$ cat config.mk
export PLATFORM = sky130hd
export DESIGN_NAME = symbol_playback
export DESIGN_NICKNAME = d
export VERILOG_FILES = /design/src/rtl/symbol_playback.sv
export SDC_FILE = /design/constraint.sdc
export NUM_CORES = 1
export LEC_CHECK = 0
export CAP_MARGIN = 20
export CORE_ASPECT_RATIO = 0.7
export CORE_MARGIN = 4
export CORE_UTILIZATION = 25
export CTS_BUF_LIST = sky130_fd_sc_hd__clkbuf_2 sky130_fd_sc_hd__clkbuf_4 sky130_fd_sc_hd__clkbuf_8
export DETAILED_ROUTE_END_ITERATION = 10
export PLACE_DENSITY = 0.54
export SYNTH_ARGS = -nofsm -noshare
export SYNTH_HDL_FRONTEND = slang
export SYNTH_SLANG_ARGS = --single-unit
$ cat constraint.sdc
create_clock -name sym_clk -period 5.8 [get_ports sym_clk]
set_clock_uncertainty 0.1 [all_clocks]
set_input_delay 1.16 -clock sym_clk [delete_from_list [all_inputs] [get_ports sym_clk]]
set_output_delay 1.16 -clock sym_clk [all_outputs]
set_load 0.01 [all_outputs]
$ cat src/rtl/symbol_playback.sv
// Symbol playback: drains packed {I,Q} symbols from the storage buffer in write order,
// Gray-decodes them to signed 64-QAM levels and presents them at a paced symbol rate.
module symbol_playback #(
  parameter int SYM_DIV     = 8,
  parameter int START_LEVEL = 16
) (
  input  logic       sym_clk,
  input  logic       rst_n,
  input  logic       enable,
  input  logic       flush,
  input  logic [9:0] wr_ptr,
  output logic       mem_rd_en,
  output logic [9:0] mem_rd_addr,
  input  logic [7:0] mem_rd_data,
  output logic [3:0] i_level,
  output logic [3:0] q_level,
  output logic       sym_valid,
  input  logic       sym_ready,
  output logic [9:0] fill_level,
  output logic       underflow,
  output logic       sym_late
);

  // state   | meaning
  // IDLE    | not playing; waits for enable and a primed buffer
  // WAIT    | running; waits for the next symbol tick
  // FETCH   | memory read strobe issued at rd_ptr
  // CAPTURE | read data returns; decode, register, advance rd_ptr
  // HOLD    | symbol presented until accepted downstream
  localparam logic [2:0] IDLE    = 3'd0;
  localparam logic [2:0] WAIT    = 3'd1;
  localparam logic [2:0] FETCH   = 3'd2;
  localparam logic [2:0] CAPTURE = 3'd3;
  localparam logic [2:0] HOLD    = 3'd4;

  localparam logic [7:0] DIV_LOAD   = 8'(SYM_DIV - 1);
  localparam logic [9:0] START_FILL = 10'(START_LEVEL);

  logic [2:0] state_q, state_d;
  logic [9:0] rd_ptr_q, rd_ptr_d;
  logic [7:0] cnt_q, cnt_d;
  logic       valid_q, valid_d;
  logic [3:0] i_q, i_d;
  logic [3:0] q_q, q_d;
  logic       underflow_q, underflow_d;
  logic       late_q, late_d;
  logic [9:0] fill_q;
  logic [9:0] fill;
  logic       tick;
  logic       mid_symbol;
  logic       unused_nibble_msbs;

  function automatic logic [3:0] gray_level(input logic [2:0] g);
    case (g)
      3'b000:  gray_level = 4'b1001;
      3'b001:  gray_level = 4'b1011;
      3'b011:  gray_level = 4'b1101;
      3'b010:  gray_level = 4'b1111;
      3'b110:  gray_level = 4'b0001;
      3'b111:  gray_level = 4'b0011;
      3'b101:  gray_level = 4'b0101;
      default: gray_level = 4'b0111;
    endcase
  endfunction

  assign unused_nibble_msbs = mem_rd_data[7] ^ mem_rd_data[3];

  assign fill       = (wr_ptr >= rd_ptr_q) ? (wr_ptr - rd_ptr_q)
                                           : (wr_ptr + 10'd512 - rd_ptr_q);
  assign tick       = (state_q != IDLE) && (cnt_q == 8'd0);
  assign mid_symbol = (state_q == FETCH) || (state_q == CAPTURE) || (state_q == HOLD);

  // The counter sits loaded in IDLE, so leaving IDLE starts a full SYM_DIV period.
  always_comb begin
    cnt_d = cnt_q - 8'd1;
    if (state_q == IDLE || tick) cnt_d = DIV_LOAD;
  end

  always_comb begin
    state_d     = state_q;
    rd_ptr_d    = rd_ptr_q;
    valid_d     = valid_q;
    i_d         = i_q;
    q_d         = q_q;
    underflow_d = underflow_q;
    late_d      = late_q;

    if (tick && mid_symbol) late_d = 1'b1;

    case (state_q)
      IDLE: begin
        valid_d = 1'b0;
        if (enable && fill >= START_FILL) state_d = WAIT;
      end
      WAIT: begin
        if (!enable) begin
          state_d = IDLE;
        end else if (tick) begin
          if (fill == 10'd0) begin
            underflow_d = 1'b1;
            state_d     = IDLE;
          end else begin
            state_d = FETCH;
          end
        end
      end
      FETCH: state_d = CAPTURE;
      CAPTURE: begin
        i_d      = gray_level(mem_rd_data[6:4]);
        q_d      = gray_level(mem_rd_data[2:0]);
        valid_d  = 1'b1;
        rd_ptr_d = (rd_ptr_q == 10'd511) ? 10'd0 : rd_ptr_q + 10'd1;
        state_d  = HOLD;
      end
      HOLD: begin
        if (valid_q && sym_ready) begin
          valid_d = 1'b0;
          state_d = enable ? WAIT : IDLE;
        end
      end
      default: state_d = IDLE;
    endcase

    // Flush overrides everything, including a same-cycle accept.
    if (flush) begin
      rd_ptr_d    = wr_ptr;
      valid_d     = 1'b0;
      state_d     = IDLE;
      underflow_d = 1'b0;
      late_d      = 1'b0;
    end
  end

  always_ff @(posedge sym_clk or negedge rst_n) begin
    if (!rst_n) begin
      state_q     <= IDLE;
      rd_ptr_q    <= 10'd0;
      cnt_q       <= DIV_LOAD;
      valid_q     <= 1'b0;
      i_q         <= 4'd0;
      q_q         <= 4'd0;
      underflow_q <= 1'b0;
      late_q      <= 1'b0;
      fill_q      <= 10'd0;
    end else begin
      state_q     <= state_d;
      rd_ptr_q    <= rd_ptr_d;
      cnt_q       <= cnt_d;
      valid_q     <= valid_d;
      i_q         <= i_d;
      q_q         <= q_d;
      underflow_q <= underflow_d;
      late_q      <= late_d;
      fill_q      <= fill;
    end
  end

  assign mem_rd_en   = (state_q == FETCH);
  assign mem_rd_addr = mem_rd_en ? rd_ptr_q : 10'd0;
  assign i_level     = i_q;
  assign q_level     = q_q;
  assign sym_valid   = valid_q;
  assign fill_level  = fill_q;
  assign underflow   = underflow_q;
  assign sym_late    = late_q;

endmodule
* After elaboration in Yosys (flattened, before gate mapping) *
Cells that the tools add are included.

storage, ports and cells
  word-level logic and storage cells = 85
  input port bits = 23
  flip-flop bits (word level) = 42
  output and inout port bits = 32

cells by class
  eq/ne operators = 20
  reduce and logical (&&, ||, !) cells = 23
  multiplexer cells = 26
  magnitude comparators = 2
  $add $sub $neg = 5

operators with widths
  cell                                                                     count
  4-bit case mux with 7 select lines                                       2
  10-bit 2-to-1 mux                                                        5
  3-bit equality test, second input constant                               7
  10-bit subtractor                                                        2
  3-bit by 2-bit equality test with 1-bit output, second input constant    6
  3-bit 2-to-1 mux                                                         5
  3-bit case mux with 5 select lines                                       1
  2-bit nonzero test                                                       6
  10-bit by 1-bit adder with 10-bit output, second input constant          1
  10-bit adder, second input constant                                      1
  10-bit by 9-bit equality test with 1-bit output, second input constant   1
  10-bit >= comparator                                                     1
  10-bit by 5-bit >= comparator with 1-bit output, second input constant   1
  10-bit logical NOT                                                       1
  1-bit 2-to-1 mux                                                         10
  3-bit by 1-bit equality test with 1-bit output, second input constant    3
  3-bit logical NOT                                                        3
  8-bit logical NOT                                                        1
  8-bit 2-to-1 mux                                                         1
  8-bit by 1-bit subtractor with 8-bit output, second input constant       1
  3-bit by 2-bit inequality test with 1-bit output, second input constant  2
  1-bit logical AND                                                        4
  4-bit inequality test, second input constant                             1
  4-bit AND reduction                                                      1
  7 further kinds                                                          9

* Longest topological paths before layout *
Gate-level depths: netlist of the first run.

  depth in word-level cells = 9
  mapped depth = 13
  depth with buffers taken out = 13

* Worst setup path after synthesis of the first run *
Ideal clock, no wire load.

  path type = in2reg
  start = in wr_ptr[1]
  end = reg underflow_q (netlist: underflow)
  arrival = 3.464 ns
  setup slack = 2.115 ns
  stages on the path = 11
  buffers on the path = 0
  setup time = 0.122 ns
  data required time = 5.578 ns
  path through = ha_1 ha_1 inv_1 fa_1 or3b_1 a311oi_2 o21ai_1 a31oi_1 or3_1 a31oi_2 a32o_1

on the way
  longest elaborated chain between the ends = 6
  elaborated cells on any way between the ends = 8
  those cells by class = 3 x add/sub; 1 x order compare; 1 x mux; 3 x reduce/logical

ends and longest elaborated chain
  element                                 RTL line  text
  start: declaration                      11        input logic [9:0] wr_ptr,
  10-bit adder                            69        : (wr_ptr + 10'd512 - rd_ptr_q);
  10-bit subtractor                       69
  10-bit 2-to-1 mux *                     68        assign fill = (wr_ptr >= rd_ptr_q) ? (wr_ptr - rd_ptr_q)
  10-bit logical NOT *                    99        if (fill == 10'd0) begin
  2-bit nonzero test (no source line) *   -
  4-bit AND reduction (no source line) *  -
  end signal: assignment                  152       underflow_q <= underflow_d;
  end: declaration                        45        logic underflow_q, underflow_d;

Every way passes the cells marked *; elsewhere a longest branch is shown, timed or not.
A chain may end at the register's enable or synchronous reset.

* Final worst setup path of the first run *
Same ends and word-level chain as after synthesis.

==> flow_metrics.py, run 1 <==
metrics = {
    "outcome": {
        "status": "completed",
    },
    "yosys": {
        "synth_ff_type": "dfrtp_1",
        "synth_nets": 411,
        "async_flop_share_pct": 100,
        "syn_inst": 359,
        "synth_warnings": 0,
        "synth_top_area_share_pct": 30.3,
        "ys_types": 54,
        "ys_ff_latch": 41,
        "synthTopCellsByArea": "dfrtp_1, ha_1, fa_1, inv_1, o21ai_0",
        "synth_top_area_cell": "dfrtp_1",
        "netlist_area_sq_um": 3140,
        "synth-edff-count": 0,
        "yosysSeqAreaShare_pct": 32.8,
        "synth.avg_cell_area_sq_um": 8.75,
    },
    "final_layout": {
        "final_common_cell": "clkdlybuf4s50_1",
        "final_cell_mix": "clkdlybuf4s50_1, inv_1, dfrtp_1, nand2_1, o21ai_0",
        "design_area_sq_um": 3870,
        "syn_to_final_growth_pct": 23.0,
        "antenna_cells": 0,
        "final_core_util_pct": 32.2,
        "fill_cells": 1266,
        "drive_gt1_share_pct": 4.46,
        "layout.nets": 455,
    },
    "placement": {
        "gp_congestion": 0.864,
        "dp_hpwl_mm": 6.91,
        "dpl-instance-area_sq_um": 3780,
        "portBuffers": 52,
    },
    "floorplanning": {
        "die_h_um": 102,
        "rows": 33,
        "die_width_um": 142,
        "pin_count": 55,
        "dieArea_sq_um": 14500,
        "initial_core_util_pct": 26.2,
        "design.core.area_sq_um": 12000,
    },
    "clock_network": {
        "cts.htree.levels": 2,
        "cts_tree": "built",
        "ctsResizeCount": 0,
        "clk_pin_slew_ns": 0.09,
        "clockBufferDepth": 2,
        "cts_setup_buffers": 0,
        "clock_sinks": 41,
        "numCtsBuffers": 5,
        "cts_hold_buf": 0,
        "clockRootBuffer": "clkbuf_8",
        "clk_latency_ns": 0.30,
    },
    "routing": {
        "viasPerCell": 4.85,
        "drc": 0,
        "vias": 2720,
        "firstDrtPassIters": 5,
        "drt_iter0_markers": 138,
        "routed_wl_mm": 8.66,
        "avgRoutedWirePerCell_um": 15.4,
        "final_antenna_net_count": 0,
    },
    "global_route": {
        "grt-ovfl-total": 0,
        "grt_max_degree": 42,
        "grt_antenna_before_repair": 0,
        "grt_use_total_pct": 12.2,
        "grt_pass1_vias": 2662,
        "grt_pass1_wl_mm": 14.0,
    },
    "pwr": {
        "netSwitchingPower_uw": 319,
        "leakage_uw": 0.00163,
        "p_per_area_nw_per_um2": 226,
        "internal-power_uw": 555,
        "clkPwrFrac_pct": 21.6,
        "combPwrFrac_pct": 39.4,
        "peakVddDrop_uv": 118,
        "swShare_pct": 36.5,
        "p_seq_share_pct": 39.0,
    },
    "timing": {
        "tns_ns": 0,
        "slew_headroom_pct": 36.3,
        "hold_viol_final": 0,
        "final-setup-viol-count": 0,
        "min_period_ns": 4.20,
        "fin_crit_sh_pct": 72.5,
        "final-max-slew-violation-count": 0,
        "worst_pin_slew_ns": 0.955,
        "rsz0062_at_grt": "false",
        "hold_ws_ns": 0.384,
        "fmax_mhz": 238,
    },
    "worst_setup_path": {
        "worstSetupPathType": "in -> reg",
        "critPathArrivalTime_ns": 4.35,
        "critPathCaptureType": "flop",
        "cp.required_ns": 5.95,
        "worstSetupStartpointType": "input pin",
        "path_max_fanout": 4,
    },
    "min_path": {
        "hp-class": "reg -> reg",
    },
    "flow_run": {
        "drv_cap": 0,
    },
}
metal layers:
layer | global-route usage (%) | share of wire, % | vias to the layer above
li1 | - | - | 1344
met1 | 19.6 | 55 | 1287
met2 | 16.1 | 38 | 80
met3 | 3.41 | 6.4 | 9
met4 | 2.06 | 0.66 | 0
met5 | 0 | 0 | -
cell usage after synthesis (8+ instances only):
cell type  number
ha_1           20
nor3_1         14
nor2_1         24
dfrtp_1        38
a21oi_1        10
inv_1          39
fa_1            9
o21ai_0        27
xnor2_1        13
nand2b_1        8
nand2_1        34
final cells by class:
class	instances	area (sq um)	share of cell area [%]
Timing Repair Buffer	52	515	13.3
Clock inverter	3	17.5	0.453
Clock buffer	5	68.8	1.78
Sequential cell	41	1030	26.6
Multi-Input combinational cell	264	1890	48.9
Inverter	39	146	3.79
Tap cell	157	196	5.08
sequential cells by signal, indices dropped and copies added (netlist names):
signal      cells
i_level         4
sym_valid       1
underflow       1
cnt_q           8
rd_ptr_q       10
state_q         3
q_level         3
fill_level     10
sym_late        1
power by group through the flow:
stage / Combinational, uW / Sequential (uW) / Clock, uW
2_1_floorplan: 202 / 352 / 0
3_3_place_gp: 337 / 347 / 0
3_5_place_dp: 344 / 348 / 0
4_1_cts: 344 / 342 / 198
5_1_grt: 383 / 345 / 211
6_report: 344 / 341 / 189
critical path, cell delays in order:
cell             delay (ns)
clkdlybuf4s50_1        0.48
ha_1                   0.37
ha_1                   0.20
inv_1                  0.06
fa_1                   0.39
or3b_1                 0.42
a311oi_2               0.31
o21ai_1                0.12
a31oi_1                0.24
o21ai_0                0.14
a31oi_2                0.27
a32o_1                 0.20
worst paths after layout:
check / start / to / slack, ns / depth (start not counted)
max in group asynchronous: rst_n / rd_ptr_q[0] / 4.10 / 1
setup / recovery: wr_ptr[1] / underflow / 1.60 / 12
hold / removal: q_level[2] / q_level[2] / 0.38 / 2
hold reg to reg: q_level[2] / q_level[2] / 0.38 / 2
setup reg to reg: rd_ptr_q[1] / underflow / 2.40 / 12
min in group asynchronous: rst_n / cnt_q[3] / 0.90 / 1
logic make-up (layout without fill, tap and decap cells):
family                     after synthesis  in the layout  synth area share [%]
and+or+nand+nor                        133            133                  22.7
AOI/OAI and AO/OA                       78             78                  17.0
buffers and inverters                   54             99                  7.01
DFF                                     41             41                  32.8
adders and majority gates               29             29                  13.7
xor gates and xnor gates                20             20                  5.57
muxes                                    4              4                  1.31
metrics by stage:
step / power, uW / cells / setup WS (ns)
3_5_place_dp: 691 / 553 / 1.30
5_1_grt: 940 / 561 / 1.35
4_1_cts: 884 / 561 / 1.62
2_1_floorplan: 554 / 359 / 2.11
3_3_place_gp: 685 / 553 / 1.29
6_report: 874 / 561 / 1.60
No activity file was read; power rests on OpenSTA's default activity.
==> run 2, diff against run 1 <==
clock period = 4.2 ns   (was 5.8 ns; I/O delays follow)
==> flow_metrics.py, run 2 (synthesis results as in run 1) <==
metrics = {
    "outcome": {
        "status": "completed",
    },
    "final_layout": {
        "final_common_cell": "clkdlybuf4s50_1",
        "drive_gt1_share_pct": 6.31,
        "syn_to_final_growth_pct": 26.0,
        "design_area_sq_um": 3960,
        "final_cell_mix": "clkdlybuf4s50_1, inv_1, dfrtp_1, nand2_1, o21ai_0",
        "stdcell_count": 569,
        "antenna_cells": 0,
        "layout.nets": 463,
    },
    "timing": {
        "min_period_ns": 3.88,
        "final-setup-viol-count": 0,
        "hold_viol_final": 0,
        "worst_pin_slew_ns": 0.931,
        "final-max-slew-violation-count": 0,
        "fin_crit_sh_pct": 92.4,
        "tns_ns": 0,
        "rsz0062_at_grt": "false",
        "fmax_mhz": 258,
        "slew_headroom_pct": 38.0,
    },
    "clock_network": {
        "cts.htree.levels": 2,
        "clock_sinks": 41,
        "clk_latency_ns": 0.30,
        "cts_hold_buf": 0,
        "cts_tree": "built",
        "cts_setup_buffers": 0,
        "numCtsBuffers": 5,
        "clockBufferDepth": 2,
        "clockRootBuffer": "clkbuf_8",
        "ctsResizeCount": 0,
        "clk_pin_slew_ns": 0.08,
    },
    "floorplanning": {
        "rows": 33,
        "die_width_um": 142,
        "die_h_um": 102,
        "pin_count": 55,
        "design.core.area_sq_um": 12000,
        "dieArea_sq_um": 14500,
        "initial_core_util_pct": 26.2,
    },
    "worst_setup_path": {
        "cp_slowest_cell": "clkdlybuf4s50_1",
        "slowest_delay_ns": 0.50,
        "worstSetupStartpointType": "input pin",
        "worstSetupPathType": "in -> reg",
        "critPathCaptureType": "flop",
        "critPathArrivalTime_ns": 3.98,
        "cp.required_ns": 4.30,
        "path_max_fanout": 4,
        "crit_top_cell": "inv_1",
        "worstPathCellList": "clkdlybuf4s50_1, inv_1, ha_1, inv_1, ha_1, inv_1, fa_1, or3b_1, a311oi_2, o21ai_1, a31oi_1, or3_1, a31oi_2, a32o_1",
        "cpLargestDelayFamily": "compound AO/OA/AOI/OAI gates",
        "path_buf_inv": 4,
    },
    "global_route": {
        "grt_use_total_pct": 12.2,
        "grt_max_degree": 42,
        "grt_pass1_vias": 2704,
        "grt_pass1_wl_mm": 13.9,
        "grt-ovfl-total": 0,
        "grt_antenna_before_repair": 0,
    },
    "pwr": {
        "leakage_uw": 0.00169,
        "p_per_area_nw_per_um2": 329,
        "peakVddDrop_uv": 145,
    },
    "routing": {
        "final_antenna_net_count": 0,
        "viasPerCell": 4.87,
        "routed_wl_mm": 8.64,
        "avgRoutedWirePerCell_um": 15.2,
        "firstDrtPassIters": 4,
        "vias": 2772,
        "drc": 0,
        "drt_iter0_markers": 179,
    },
    "placement": {
        "gp_congestion": 0.855,
        "placed_cells": 561,
        "dp_hpwl_mm": 7.02,
        "portBuffers": 52,
        "dpl-instance-area_sq_um": 3840,
    },
    "flow_run": {
        "drv_cap": 0,
    },
    "min_path": {
        "hp-class": "reg -> reg",
    },
}
[run 2: worst paths after layout]
path                             start             to  slack, ns  cells after the start
max in group asynchronous        rst_n    rd_ptr_q[2]       2.84                      1
min reg2reg                   cnt_q[0]       cnt_q[0]       0.38                      1
min in group asynchronous        rst_n  fill_level[4]       0.57                      1
max reg2reg                rd_ptr_q[1]      underflow       0.78                     12
min                           cnt_q[0]       cnt_q[0]       0.38                      1
max                          wr_ptr[0]      underflow       0.32                     14
[run 2: through the flow]
step | total power, uW | setup WS, ns | util, % | hold slack, ns
2_1_floorplan | 765 | 0.835 | - | 0.343
3_3_place_gp | 961 | 0.0555 | 32.0 | 0.360
6_report | 1300 | 0.321 | 33.0 | 0.381
3_5_place_dp | 970 | 0.0199 | 32.0 | 0.365
4_1_cts | 1320 | 0.344 | 33.0 | 0.386
5_1_grt | 1400 | 0.152 | 33.0 | 0.400
[run 2: cell type report]
type	count	area [sq um]
timing repair buffer	60	576
sequential	41	1030
clock buffer	7	90.1
tap	157	196
inverter	39	146
fill	1254	8050
clock inverter	1	30.0
multi-input combinational	264	1890
[run 2: routing by layer]
layer,track usage [%],vias to the layer above,part of all wire (%)
met1,19.4,1343,54
met5,0,-,0
li1,-,1357,-
met4,2.14,0,0.23
met3,3.13,2,6.2
met2,16.3,70,39
[run 2: power by group]
part           switching, uW  internal (uW)
Combinational            267            222
Sequential              31.2            440
Clock                    143            200
Total                    442            863
==> run 3, diff against run 2 <==
PLACE_DENSITY = 0.55   (was 0.54)
clock period = 3.1 ns   (was 4.2 ns; I/O delays follow)
==> flow_metrics.py, run 3 (synthesis results as in run 1) <==
metrics = {
    "floorplanning": {
        "dieArea_sq_um": 14500,
        "die_h_um": 102,
        "rows": 33,
        "pin_count": 55,
        "design.core.area_sq_um": 12000,
        "die_width_um": 142,
        "initial_core_util_pct": 26.2,
    },
    "routing": {
        "viasPerCell": 4.75,
        "drt_iter0_markers": 108,
        "firstDrtPassIters": 4,
        "final_antenna_net_count": 0,
        "vias": 3005,
        "routed_wl_mm": 9.67,
        "drc": 0,
        "avgRoutedWirePerCell_um": 15.3,
    },
    "final_layout": {
        "layout.nets": 526,
        "fill_cells": 1211,
        "stdcell_count": 632,
        "multi_input_area_sq_um": 2050,
        "seq_area_sq_um": 1030,
        "final_common_cell": "buf_4",
        "drive_gt1_share_pct": 25.7,
        "final_cell_mix": "buf_4, clkdlybuf4s50_1, dfrtp_1, inv_1, nand2_1",
        "antenna_cells": 0,
        "syn_to_final_growth_pct": 44.7,
    },
    "worst_setup_path": {
        "cp.required_ns": 3.17,
        "critPathArrivalTime_ns": 3.08,
        "worstSetupStartpointType": "input pin",
        "path_max_fanout": 3,
        "rr_worst_depth": 12,
        "critPathCaptureType": "flop",
        "worstSetupPathType": "in -> reg",
    },
    "clock_network": {
        "cts.htree.levels": 2,
        "clockRootBuffer": "clkbuf_8",
        "cts_hold_buf": 0,
        "clock_sinks": 41,
        "clockBufferDepth": 2,
        "clk_pin_slew_ns": 0.08,
        "cts_tree": "built",
        "clk_latency_ns": 0.30,
        "numCtsBuffers": 5,
    },
    "timing": {
        "final-max-slew-violation-count": 0,
        "fmax_mhz": 332,
        "hold_ws_ns": 0.358,
        "tns_ns": 0,
        "worst_pin_slew_ns": 0.931,
        "hold_viol_final": 0,
        "fin_crit_sh_pct": 97.1,
        "min_period_ns": 3.01,
        "final-setup-viol-count": 0,
        "slew_headroom_pct": 37.9,
    },
    "pwr": {
        "p_seq_share_pct": 32.8,
        "peakVddDrop_uv": 257,
        "netSwitchingPower_uw": 673,
        "leakage_uw": 0.00200,
        "clkPwrFrac_pct": 19.3,
        "swShare_pct": 34.9,
        "internal-power_uw": 1250,
        "p_per_area_nw_per_um2": 423,
        "combPwrFrac_pct": 47.8,
    },
    "global_route": {
        "grt_antenna_before_repair": 0,
        "grt-ovfl-total": 0,
        "grt_pass1_wl_mm": 15.5,
        "grt_max_degree": 42,
        "grt_use_total_pct": 13.5,
        "grt_pass1_vias": 3029,
    },
    "placement": {
        "placed_cells": 614,
        "dp_hpwl_mm": 7.68,
        "portBuffers": 52,
        "gp_congestion": 0.855,
    },
    "outcome": {
        "status": "completed",
    },
    "flow_run": {
        "drv_cap": 0,
    },
    "min_path": {
        "hp-class": "in -> async",
    },
}
## run 3: cell types whose count changed in the layout (fill, tap and decap cells not counted), moves of 4 or more
cell and delta:
inv_1 -5, ha_4 +4, clkbuf_2 +4, ha_1 -7, clkdlybuf4s50_1 -7, inv_2 +5, buf_4 +63
## run 3: critical path: stages
cell,delay (ns)
clkdlybuf4s50_1,0.52
fa_2,0.46
nor2_2,0.11
nand4_1,0.21
a41o_1,0.33
mux2i_1,0.19
xor2_1,0.26
o2111a_2,0.28
a31oi_1,0.09
## run 3: worst paths after layout
check / from / endpoint / slack [ns]
worst max register to register: rd_ptr_q[1] / underflow / 0.11
worst min-delay path: rst_n / cnt_q[5] / 0.36
worst min register to register: q_level[3] / q_level[3] / 0.39
min in group sym_clk: q_level[3] / q_level[3] / 0.39
max in group asynchronous: rst_n / rd_ptr_q[4] / 1.90
worst max-delay path: wr_ptr[7] / state_q[0] / 0.09
## run 3: cell type report
class / instances / area share [%]
Inverter: 39 / 3.22
Timing Repair Buffer: 123 / 22.5
Sequential cell: 41 / 22.7
Multi-Input combinational cell: 264 / 45.1
Tap cell: 157 / 4.32
Clock buffer: 6 / 1.82
Clock inverter: 2 / 0.303
## run 3: what timing repair did
item                                    4_1_cts  5_1_grt
setup buffers                                 6        4
resized for setup                            24       28
pin swaps                                    21       17
endpoints found under the setup margin        6        5
cloned                                        0        0
## run 3: metrics by stage
stage | utilization [%] | setup slack [ns] | area [sq um] | total power (uW)
floorplan | - | 0.00723 | 3150 | 1040
global placement | 35.3 | -0.649 | 4240 | 1450
detailed placement | 35.3 | -0.677 | 4240 | 1470
CTS | 37.0 | 0.00800 | 4450 | 1890
global route | 37.8 | -0.00519 | 4550 | 2060
finish | 37.8 | 0.0907 | 4550 | 1930
## run 3: power by group through the flow
| stage | sequential, uW | clock, uW | combinational (uW) |
|---|---|---|---|
| 6_report | 632 | 372 | 921 |
| 5_1_grt | 639 | 416 | 1010 |
| 4_1_cts | 633 | 389 | 868 |
| 3_5_place_dp | 644 | 0 | 821 |
| 3_3_place_gp | 641 | 0 | 812 |
| 2_1_floorplan | 659 | 0 | 379 |
## run 3: routing by layer
metal,vias to the layer above,global-route usage (%),wire length [um]
li1,1486,-,-
met1,1460,20.7,5100
met2,57,19.5,4050
met3,2,3.41,498
met4,0,1.84,20
met5,-,0,0
